### config.mk
export PLATFORM = sky130hd
export DESIGN_NAME = temp_avg_sequencer
export DESIGN_NICKNAME = d
export VERILOG_FILES = /design/src/rtl/temp_avg_sequencer.sv
export SDC_FILE = /design/constraint.sdc
export NUM_CORES = 1
export LEC_CHECK = 0
export ABC_CLOCK_PERIOD_IN_PS = 3800
export CAP_MARGIN = 5
export CORE_UTILIZATION = 29
export DETAILED_ROUTE_END_ITERATION = 6
export SLEW_MARGIN = 20
export SYNTH_ARGS = -nofsm -noshare
export SYNTH_HDL_FRONTEND = slang
export SYNTH_SLANG_ARGS = --single-unit
### constraint.sdc
create_clock -name clk -period 3.8 [get_ports clk]
set_clock_uncertainty 0.2 [all_clocks]
set_input_delay 0.95 -clock clk [delete_from_list [all_inputs] [get_ports clk]]
set_output_delay 0.95 -clock clk [all_outputs]
set_load 0.01 [all_outputs]
### src/rtl/temp_avg_sequencer.sv
// Multi-cycle sensor averaging: snapshot, serial sum/count scan, restoring divide, registered display outputs.
// Define AVG_ROUND_EN to round the average half-up instead of truncating.
module temp_avg_sequencer #(
    parameter int S_NR       = 8,
    parameter int TEMP_WIDTH = 5,
    parameter int T_MIN      = 19,
    parameter int T_MAX      = 26
) (
    input  logic                         clk,
    input  logic                         rst_n,
    input  logic                         start,
    input  logic [S_NR*TEMP_WIDTH-1:0]   value,
    input  logic [S_NR-1:0]              enable,
    output logic                         busy,
    output logic                         done,
    output logic [TEMP_WIDTH-1:0]        avg,
    output logic [T_MAX-T_MIN:0]         led_output,
    output logic                         alert
);
    localparam int W     = TEMP_WIDTH;
    localparam int DW    = 2 * W;
    localparam int LED_W = T_MAX - T_MIN + 1;
    localparam int IDX_W = (S_NR > 1) ? $clog2(S_NR) : 1;
    localparam int CNT_W = $clog2(DW);
    localparam logic [IDX_W-1:0] LAST_IDX = IDX_W'(S_NR - 1);
    localparam logic [CNT_W-1:0] LAST_BIT = CNT_W'(DW - 1);

    typedef enum logic [1:0] {IDLE, SCAN, DIV, RESULT} state_t;

    state_t                state;
    logic [S_NR*W-1:0]     val_q;
    logic [S_NR-1:0]       en_q;
    logic [IDX_W-1:0]      idx;
    logic [DW-1:0]         sum, count, quo;
    logic [DW:0]           rem;
    logic [CNT_W-1:0]      dcnt;

    logic [W-1:0]          cur;
    logic [DW-1:0]         sum_nxt, cnt_nxt, dividend;
    logic [DW:0]           rem_sh, rem_sub;
    logic                  ge;
    logic [W-1:0]          avg_q;
    logic [LED_W-1:0]      led_nxt;
    logic                  out_of_range;

    assign cur     = val_q[idx*W +: W];
    assign sum_nxt = sum + (en_q[idx] ? DW'(cur) : '0);
    assign cnt_nxt = count + DW'(en_q[idx]);
`ifdef AVG_ROUND_EN
    assign dividend = sum_nxt + (cnt_nxt >> 1);
`else
    assign dividend = sum_nxt;
`endif

    // Shift in the next dividend bit; a set top bit already guarantees rem_sh >= divisor.
    assign rem_sh  = {rem[DW-1:0], quo[DW-1]};
    assign rem_sub = rem_sh - {1'b0, count};
    assign ge      = rem[DW] | (rem_sh >= {1'b0, count});

    assign avg_q        = quo[W-1:0];
    assign out_of_range = (int'(avg_q) < T_MIN) || (int'(avg_q) > T_MAX);

    // Thermometer code: bit i lights once avg reaches T_MIN+i, saturating both ends.
    for (genvar i = 0; i < LED_W; i++) begin : g_led
        assign led_nxt[i] = (int'(avg_q) >= T_MIN + i);
    end

    always_ff @(posedge clk or negedge rst_n) begin
        if (!rst_n) begin
            state      <= IDLE;
            val_q      <= '0;
            en_q       <= '0;
            idx        <= '0;
            sum        <= '0;
            count      <= '0;
            quo        <= '0;
            rem        <= '0;
            dcnt       <= '0;
            busy       <= 1'b0;
            done       <= 1'b0;
            avg        <= '0;
            led_output <= '0;
            alert      <= 1'b0;
        end else begin
            done <= 1'b0;
            case (state)
                IDLE: begin
                    if (start) begin
                        val_q <= value;
                        en_q  <= enable;
                        sum   <= '0;
                        count <= '0;
                        idx   <= '0;
                        quo   <= '0;
                        rem   <= '0;
                        busy  <= 1'b1;
                        state <= SCAN;
                    end
                end
                SCAN: begin
                    sum   <= sum_nxt;
                    count <= cnt_nxt;
                    idx   <= idx + IDX_W'(1);
                    if (idx == LAST_IDX) begin
                        if (cnt_nxt == '0) begin
                            state <= RESULT;
                        end else begin
                            quo   <= dividend;
                            rem   <= '0;
                            dcnt  <= '0;
                            state <= DIV;
                        end
                    end
                end
                DIV: begin
                    rem  <= ge ? rem_sub : rem_sh;
                    quo  <= {quo[DW-2:0], ge};
                    dcnt <= dcnt + CNT_W'(1);
                    if (dcnt == LAST_BIT) state <= RESULT;
                end
                RESULT: begin
                    if (count == '0) begin
                        avg        <= '0;
                        led_output <= '0;
                        alert      <= 1'b1;
                    end else begin
                        avg        <= avg_q;
                        led_output <= led_nxt;
                        alert      <= out_of_range;
                    end
                    done  <= 1'b1;
                    busy  <= 1'b0;
                    state <= IDLE;
                end
                default: state <= IDLE;
            endcase
        end
    end
endmodule

# ---- Yosys cells after proc, flatten, opt, wreduce, memory -nomap -nowiden
# Cells that the tools add are included.
dict set report classes {
  n_addsub 5
  multipliers 1
  order_cmp 12
  n_eq_ne 9
  shifts 1
  muxes 30
  n_bitwise 1
  reduce_logical 14
}
# op n
set op_table {}
lappend op_table {{11-bit 2-to-1 mux} 4}
lappend op_table {{5-bit greater-or-equal comparator, second input constant} 8}
lappend op_table {{10-bit one-hot mux with 2 select lines} 2}
lappend op_table {{40-bit by 7-bit indexed part select with 5-bit output} 1}
lappend op_table {{11-bit one-hot mux with 3 select lines} 1}
lappend op_table {{10-bit 2-to-1 mux} 3}
lappend op_table {{10-bit one-hot mux with 3 select lines} 1}
lappend op_table {{10-bit zero test} 2}
lappend op_table {{11-bit by 10-bit greater-or-equal comparator with 1-bit output} 1}
lappend op_table {{11-bit by 10-bit subtractor with 11-bit output} 1}
lappend op_table {{10-bit by 1-bit adder with 10-bit output} 1}
lappend op_table {{10-bit by 5-bit adder with 10-bit output} 1}
lappend op_table {{5-bit 2-to-1 mux} 2}
lappend op_table {{4-bit 2-to-1 mux} 2}
lappend op_table {{8-bit 2-to-1 mux} 1}
lappend op_table {{2-bit inequality test, second input constant} 4}
lappend op_table {{2-bit one-hot mux with 4 select lines} 1}
lappend op_table {{4-bit one-hot mux with 2 select lines} 1}
lappend op_table {{3-bit by 3-bit multiplier with 6-bit output, second input constant} 1}
lappend op_table {{2-bit 2-to-1 mux} 3}
lappend op_table {{3-bit one-hot mux with 2 select lines} 1}
lappend op_table {{2-bit AND reduction} 3}
lappend op_table {{3-bit AND reduction} 2}
lappend op_table {{2-bit nonzero test} 3}
lappend op_table {{18 further kinds} 23}
dict set report totals {
  regBits 114
  word_cells 87
}

# ---- Depth between registers and ports, before layout
# Gate-level depths: netlist of run 1.
dict set report logic_depth {
  ltp_word 7
  ltp_mapped 14
  depth_no_buf 12
}

# ---- Worst setup path before layout of run 1
# OpenSTA, ideal clock, no wires.
dict set report synth_timing {
  path_type {flip-flop to flip-flop}
  from {reg idx[0]}
  to {reg dcnt[3]}
  setup_ns 0.126
  t_arrival_ns 3.318
  slack_ns 0.156
  path_stages_with_launch 13
  n_path_buf 1
  synth_period_minus_slack_ns 3.644
  path_cell_list {dfrtp_1 -> clkbuf_1 -> mux4_2 -> mux2i_1 -> inv_1 -> ha_1 -> ha_1 -> or2_2 -> o21ai_0 -> a21oi_1 -> o41a_1 -> a21bo_1 -> a221o_1}
}
dict set report synth_between {
  elab_chain_cells 6
  elab_cells_between_ends 8
  classes_between {add/sub: 1; eq/ne: 3; mux: 2; reduce/logical: 2}
}
# element line
set synth_lines {}
lappend synth_lines {{start: declaration} 33} ;# logic [IDX_W-1:0] idx;
lappend synth_lines {{start signal: assignment} 103} ;# idx <= idx + IDX_W'(1);
lappend synth_lines {{1-bit binary-select mux with 3-bit select} 48} ;# assign cnt_nxt = count + DW'(en_q[idx]);
lappend synth_lines {{1-bit 2-to-1 mux (not written as such)} 48}
lappend synth_lines {{10-bit by 1-bit adder with 10-bit output} 48}
lappend synth_lines {{10-bit zero test} 105} ;# if (cnt_nxt == '0) begin
lappend synth_lines {{2-bit inequality test (no source line)} -}
lappend synth_lines {{3-bit AND reduction (no source line) *} -}
lappend synth_lines {{end signal: assignment} 118} ;# dcnt <= dcnt + CNT_W'(1);
lappend synth_lines {{end: declaration} 36} ;# logic [CNT_W-1:0] dcnt;
# Mark *: on every way between the ends. The rest lies on a longest branch, timed or not. The select of a mux whose other input is x is not followed.
# A chain may end at the register's enable or synchronous reset.

# ---- Final worst setup path of run 1
dict set report layout_timing {
  from {reg idx[0]}
  to {reg quo[0]}
}
dict set report layout_between {
  elab_chain_cells 7
  elab_cells_between_ends 15
  classes_between {add/sub: 2; mul: 1; eq/ne: 3; shift: 1; mux: 6; reduce/logical: 2}
}
# element line
set layout_lines {}
lappend layout_lines {{3-bit by 3-bit multiplier with 6-bit output or 1-bit binary-select mux with 3-bit select (tied branches)} {46, 47, 48}}
lappend layout_lines {{40-bit by 7-bit indexed part select with 5-bit output or 1-bit 2-to-1 mux (tied branches)} {46, 47, 48}}
lappend layout_lines {{5-bit 2-to-1 mux} 47} ;# assign sum_nxt = sum + (en_q[idx] ? DW'(cur) : '0);
lappend layout_lines {{10-bit by 5-bit adder with 10-bit output} 47}
lappend layout_lines {{10-bit 2-to-1 mux} 105}
lappend layout_lines {{10-bit 2-to-1 mux} 104} ;# if (idx == LAST_IDX) begin
lappend layout_lines {{10-bit one-hot mux with 3 select lines} 86} ;# case (state)
lappend layout_lines {{end signal: assignment} 108} ;# quo <= dividend;
lappend layout_lines {{end signal: assignment} 117} ;# quo <= {quo[DW-2:0], ge};
lappend layout_lines {{end: declaration} 34} ;# logic [DW-1:0] sum, count, quo;
# Parallel ways exist; a longest one is shown, timed or not. The select of a mux whose other input is x is not followed.

==> impl_metrics.ini, run 1 <==
[cts]
cts_sinks = 114
clock_latency_ps = 420
cts_buffers = 17
cts.path.max_buffers = 2
clockRootBuffer = clkbuf_16
cts_htree_levels = 4
cts_tree = yes
clkTransAtPathRegs_ps = 60
cts_hold_buffers = 0

[worst_setup_path]
path_delay_family = compound AO/OA/AOI/OAI gates
r2r-end = quo[0]
rrSetupSlack_ps = 180
crit_arrival_ps = 3750
worstSetupPathType = reg -> reg
cp-start-kind = flop
critPathCaptureType = flop
reg2reg_depth = 12
r2r-start = idx[0]
cpPeakStageDelay_ps = 520
cp_max_fo = 18
slowest_stage = mux4_2
crit_chain = mux4_2 > mux2i_1 > inv_1 > ha_1 > ha_2 > and3_2 > a32o_1 > o211ai_1 > o21ai_4 > buf_4 > or2_2 > o21ai_0
crit_buf_inv = 2
required_ps = 3930

[pwr]
leakagePower_nw = 3.38
power.density_mw_per_mm2 = 905
vdd.ir_drop.worst_mv = 0.456

[placement]
gp_congestion = 0.855
port_buffers = 66
hpwl_mm = 10.6
pre_cts_ws_ps = 95.6

[global_routing]
grt_pass1_wl_mm = 24.2
antenna_found_initial = 0
grt_usage = 0.142
grt_max_degree = 50
grt_pass1_vias = 4662
grt_overflow = 0

[synth]
yosysWarnings = 0
syn_area_sq_mm = 0.00628
synth_async_sr_flop_share = 1.00
synth_seq_area_share = 0.454
syn-instance-count = 603
ys.flop_type = dfrtp_1
synth_edf_count = 0
syn-num-nets = 681
synth.distinct_cells = 65
ys_ff_latch = 114
post_synth.cell_area_avg_sq_um = 10.4

[final_layout]
syn2layout_area_growth_pct = 25.9
final_cell_mix = dfrtp_1 (113), nand2_1 (69), clkdlybuf4s50_1 (65)
diodes = 0
layout_commonest_cell = dfrtp_1
drive_gt1_frac = 0.181
nNetsFinal = 756
n_fill_cell = 2107
utilization = 0.374

[min_path]
hold_path_depth = 2
hold_start = quo[7]
hold_path_end = quo[7]
min_path_type = reg -> reg

[route]
drtIter0Drc = 207
vias = 4775
drtPass1Iterations = 4
drt_wl_total_mm = 14.6
viasPerCell = 4.95
wl_per_cell_um = 15.2
ant_nets = 0
drc = 0

[floorplan]
die_x_um = 149
core_sq_mm = 0.0212
initial_core_util = 0.297
num_rows = 53
io_pins = 67
dieHeight_um = 149
fp.dieArea_sq_mm = 0.0222

[sta]
slew_headroom = 0.306
worst_slack_ps = 182
slew_violations = 0
period_minus_slack_ps = 3620
timing.fmax_ghz = 0.276
finalSetupViolations = 0
tns_ps = 0
worst_pin_slew_ps = 1030
finalHoldViolCount = 0
post-route-period-util = 0.952

[outcome]
outcome = finished, final reports clean

[flow_run]
drv_cap = 0
cell usage after synthesis (all sizes together) (8+ instances only):
cell,number,area share
dfrtp,114,0.45
o21ai,57,0.045
nor2,26,0.016
clkbuf,18,0.011
nand2,70,0.042
and3,8,0.0082
ha,25,0.050
o22ai,11,0.011
a21oi,19,0.015
mux2i,17,0.027
inv,36,0.022
nand3,11,0.0088
buf,11,0.011
mux2,52,0.093
mux4,12,0.043
nor3,13,0.010
worst max path at each step:
stage                     cells after the start  startpoint      end
final                                        12      idx[0]   quo[0]
after CTS                                    11      idx[0]   rem[1]
after global placement                       11      idx[0]   rem[3]
after global routing                         12      idx[0]   quo[0]
after floorplan                              12      idx[0]  dcnt[3]
after detailed placement                     11      idx[0]   rem[2]
worst min-delay path, delay by kind of cell, from the launching register on:
family | cells | cell delay, ps
compound gates | 1 | 60
simple gates | 1 | 50
flops | 1 | 350
sequential cells by signal (all words and copies together) (netlist names):
register,cells
val_q,40
rem,11
count,10
quo,10
sum,10
en_q,8
led_output,8
avg,5
dcnt,4
idx,3
state,2
alert,1
busy,1
done,1
per-layer routing:
layer  GRT usage  part of all wire
met4      0.0566             0.014
met5           0                 0
met2       0.208              0.44
met1       0.197              0.50
met3      0.0388             0.046
per-stage QoR:
| stage | hold slack [ps] | total power, W | instance area [sq um] | instances |
|---|---|---|---|---|
| floorplan | 241 | 0.00453 | 6280 | 603 |
| global placement | 268 | 0.00547 | 7280 | 933 |
| detailed placement | 276 | 0.00552 | 7280 | 933 |
| CTS | 290 | 0.00719 | 7890 | 964 |
| global route | 314 | 0.00771 | 7910 | 965 |
| finish | 288 | 0.00716 | 7910 | 965 |
layout make-up:
class,instances,area (sq um),area share
clock buffer,22,474,0.0600
clock inverter,9,129,0.0163
inverter,36,135,0.0171
multi-input combinational,424,3170,0.401
sequential,114,2850,0.361
tap,275,344,0.0435
timing repair buffer,85,801,0.101
power breakdown:
| part | switching, W | total (W) | internal, W |
|---|---|---|---|
| Sequential | 0.000326 | 0.00200 | 0.00167 |
| Clock | 0.000554 | 0.00163 | 0.00108 |
| Combinational | 0.00187 | 0.00353 | 0.00166 |
| Total | 0.00275 | 0.00716 | 0.00441 |
repair_timing:
item,4_1_cts,5_1_grt
gates resized for setup,0,3
endpoints found under the hold margin,0,0
endpoints found under the setup margin,0,16
buffers inserted,0,1
cell families (layout without fill, tap and decap cells):
logic type,count (synthesis),in the layout,synth area share
XOR/XNOR,9,9,0.0126
multiplexers,81,81,0.163
buffers and inverters,65,152,0.0434
flip-flops,114,114,0.454
AND/OR/NAND/NOR,162,162,0.124
AO/OA/AOI/OAI,145,145,0.146
adder cells (fa/ha/maj),27,27,0.0562
Power figures use the tool's default switching activity.
==> inputs of run 2 (changes only) <==
Settings changed: DONT_BUFFER_PORTS from default to 1.
==> run 2 against run 1 <==
Utilization is 3.6 points lower. Cell area decreased by 9.5%. Sequential power is 2% higher. Worst setup slack better by 74 ps. Sequential share of layout area rose by 3.8 points. Non-clock buffer count is 74 lower. Critical path depth stayed put.
==> impl_metrics.ini, run 2 (synthesized netlist as in run 1, its figures left out) <==
[outcome]
outcome = finished, final reports clean

[cts]
cts_buffers = 17
cts_sinks = 114
cts.path.max_buffers = 2
cts_htree_levels = 4
cts_hold_buffers = 0
clock_latency_ps = 420
clkTransAtPathRegs_ps = 60
clockRootBuffer = clkbuf_16
post_cts_buffers = 0
cts_tree = yes
cts_resized = 0

[worst_setup_path]
required_ps = 3910
cp_max_fo = 17
cp-start-kind = flop
worstSetupPathType = reg -> reg
critPathCaptureType = flop
crit_arrival_ps = 3650

[sta]
rsz0062_at_grt = no
post-route-period-util = 0.933
period_minus_slack_ps = 3540
worst_pin_slew_ps = 825
finalHoldViolCount = 0
slew_violations = 0
finalSetupViolations = 0
timing.fmax_ghz = 0.282
tns_ps = 0
hold_slack_ps = 26.6
slew_headroom = 0.445

[final_layout]
nNetsFinal = 682
largest_register = val_q
diodes = 0
drive_gt1_frac = 0.186
n_fill_cell = 2144
syn2layout_area_growth_pct = 13.9
largest_register_ffs = 40
layout_commonest_cell = dfrtp_1
final_cell_mix = dfrtp_1 (114), nand2_1 (69), o21ai_0 (54)
top_regs = val_q (40), rem (11)

[pwr]
p_sw_w = 0.00268
vdd.ir_drop.worst_mv = 0.454
leakagePower_nw = 3.07
intPower_w = 0.00418
power.density_mw_per_mm2 = 959
p_comb_frac = 0.473
switching_share = 0.390
power.share.sequential = 0.297
power.share.clock = 0.230

[placement]
hpwl_mm = 9.82
gp_congestion = 0.851
port_buffers = 0

[floorplan]
io_pins = 67
core_sq_mm = 0.0212
dieHeight_um = 149
initial_core_util = 0.297
die_x_um = 149
num_rows = 53
fp.dieArea_sq_mm = 0.0222

[route]
ant_nets = 0
drtPass1Iterations = 4
vias = 4493
wl_per_cell_um = 15.7
drt_wl_total_mm = 14.0
drtIter0Drc = 253
drc = 0
viasPerCell = 5.04

[global_routing]
antenna_found_initial = 1
met2_usage = 0.197
use_met3 = 0.0618
met1_usage = 0.183
grt_pass1_vias = 4503
grt_max_degree = 115
grt_overflow = 0
grt_pass1_wl_mm = 23.5
grt_usage = 0.136
grt_busiest_layer = met2

[flow_run]
drv_cap = 0

[min_path]
min_path_type = in -> async
[run 2: critical path: stages, from the launching register on]
cell,delay [ps]
dfrtp_1,400
mux4_2,510
mux2i_1,200
inv_1,90
ha_1,240
ha_1,270
and3_2,230
a32o_1,240
o211ai_1,270
o21ai_2,80
buf_4,210
buf_4,200
o31a_1,290
[run 2: per-stage QoR]
| stage | worst slack (ps) | util | power (W) | instances | cell area, sq um |
|---|---|---|---|---|---|
| CTS | 257 | 0.338 | 0.00694 | 892 | 7150 |
| global placement | 317 | 0.311 | 0.00527 | 860 | 6570 |
| detailed placement | 262 | 0.311 | 0.00532 | 860 | 6570 |
| finish | 255 | 0.338 | 0.00686 | 892 | 7150 |
| floorplan | 156 | - | 0.00453 | 603 | 6280 |
| global route | 68.7 | 0.338 | 0.00743 | 892 | 7150 |
[run 2: metal layers]
layer / up-vias / routed length (um) / part of all wire
met5: - / 0 / 0
met4: 0 / 94 / 0.0067
met3: 6 / 1290 / 0.092
met2: 101 / 5940 / 0.42
met1: 2210 / 6680 / 0.48
li1: 2176 / - / -
[run 2: worst paths after layout]
check,slack [ps],cells after the start,from,to
worst max-delay path,260,12,idx[0],quo[6]
worst min-delay path,30,0,rst_n,val_q[21]
worst max register to register,260,12,idx[0],quo[6]
worst min register to register,270,2,quo[5],quo[5]
max in group asynchronous,3180,0,rst_n,led_output[4]
min in group clk,270,2,quo[5],quo[5]
[run 2: area by class of cell]
| cell class | count | area [sq um] | share of cell area |
|---|---|---|---|
| clock buffer | 20 | 447 | 0.0624 |
| clock inverter | 12 | 133 | 0.0185 |
| inverter | 36 | 135 | 0.0189 |
| multi-input combinational | 424 | 3160 | 0.442 |
| sequential | 114 | 2850 | 0.399 |
| tap | 275 | 344 | 0.0481 |
| timing repair buffer | 11 | 82.6 | 0.0115 |
[run 2: power by group through the flow]
stage               combinational, W  sequential [W]  clock, W
floorplan                    0.00263         0.00190         0
global placement             0.00322         0.00205         0
detailed placement           0.00326         0.00206         0
CTS                          0.00327         0.00204   0.00163
global route                 0.00365         0.00211   0.00167
finish                       0.00324         0.00204   0.00158
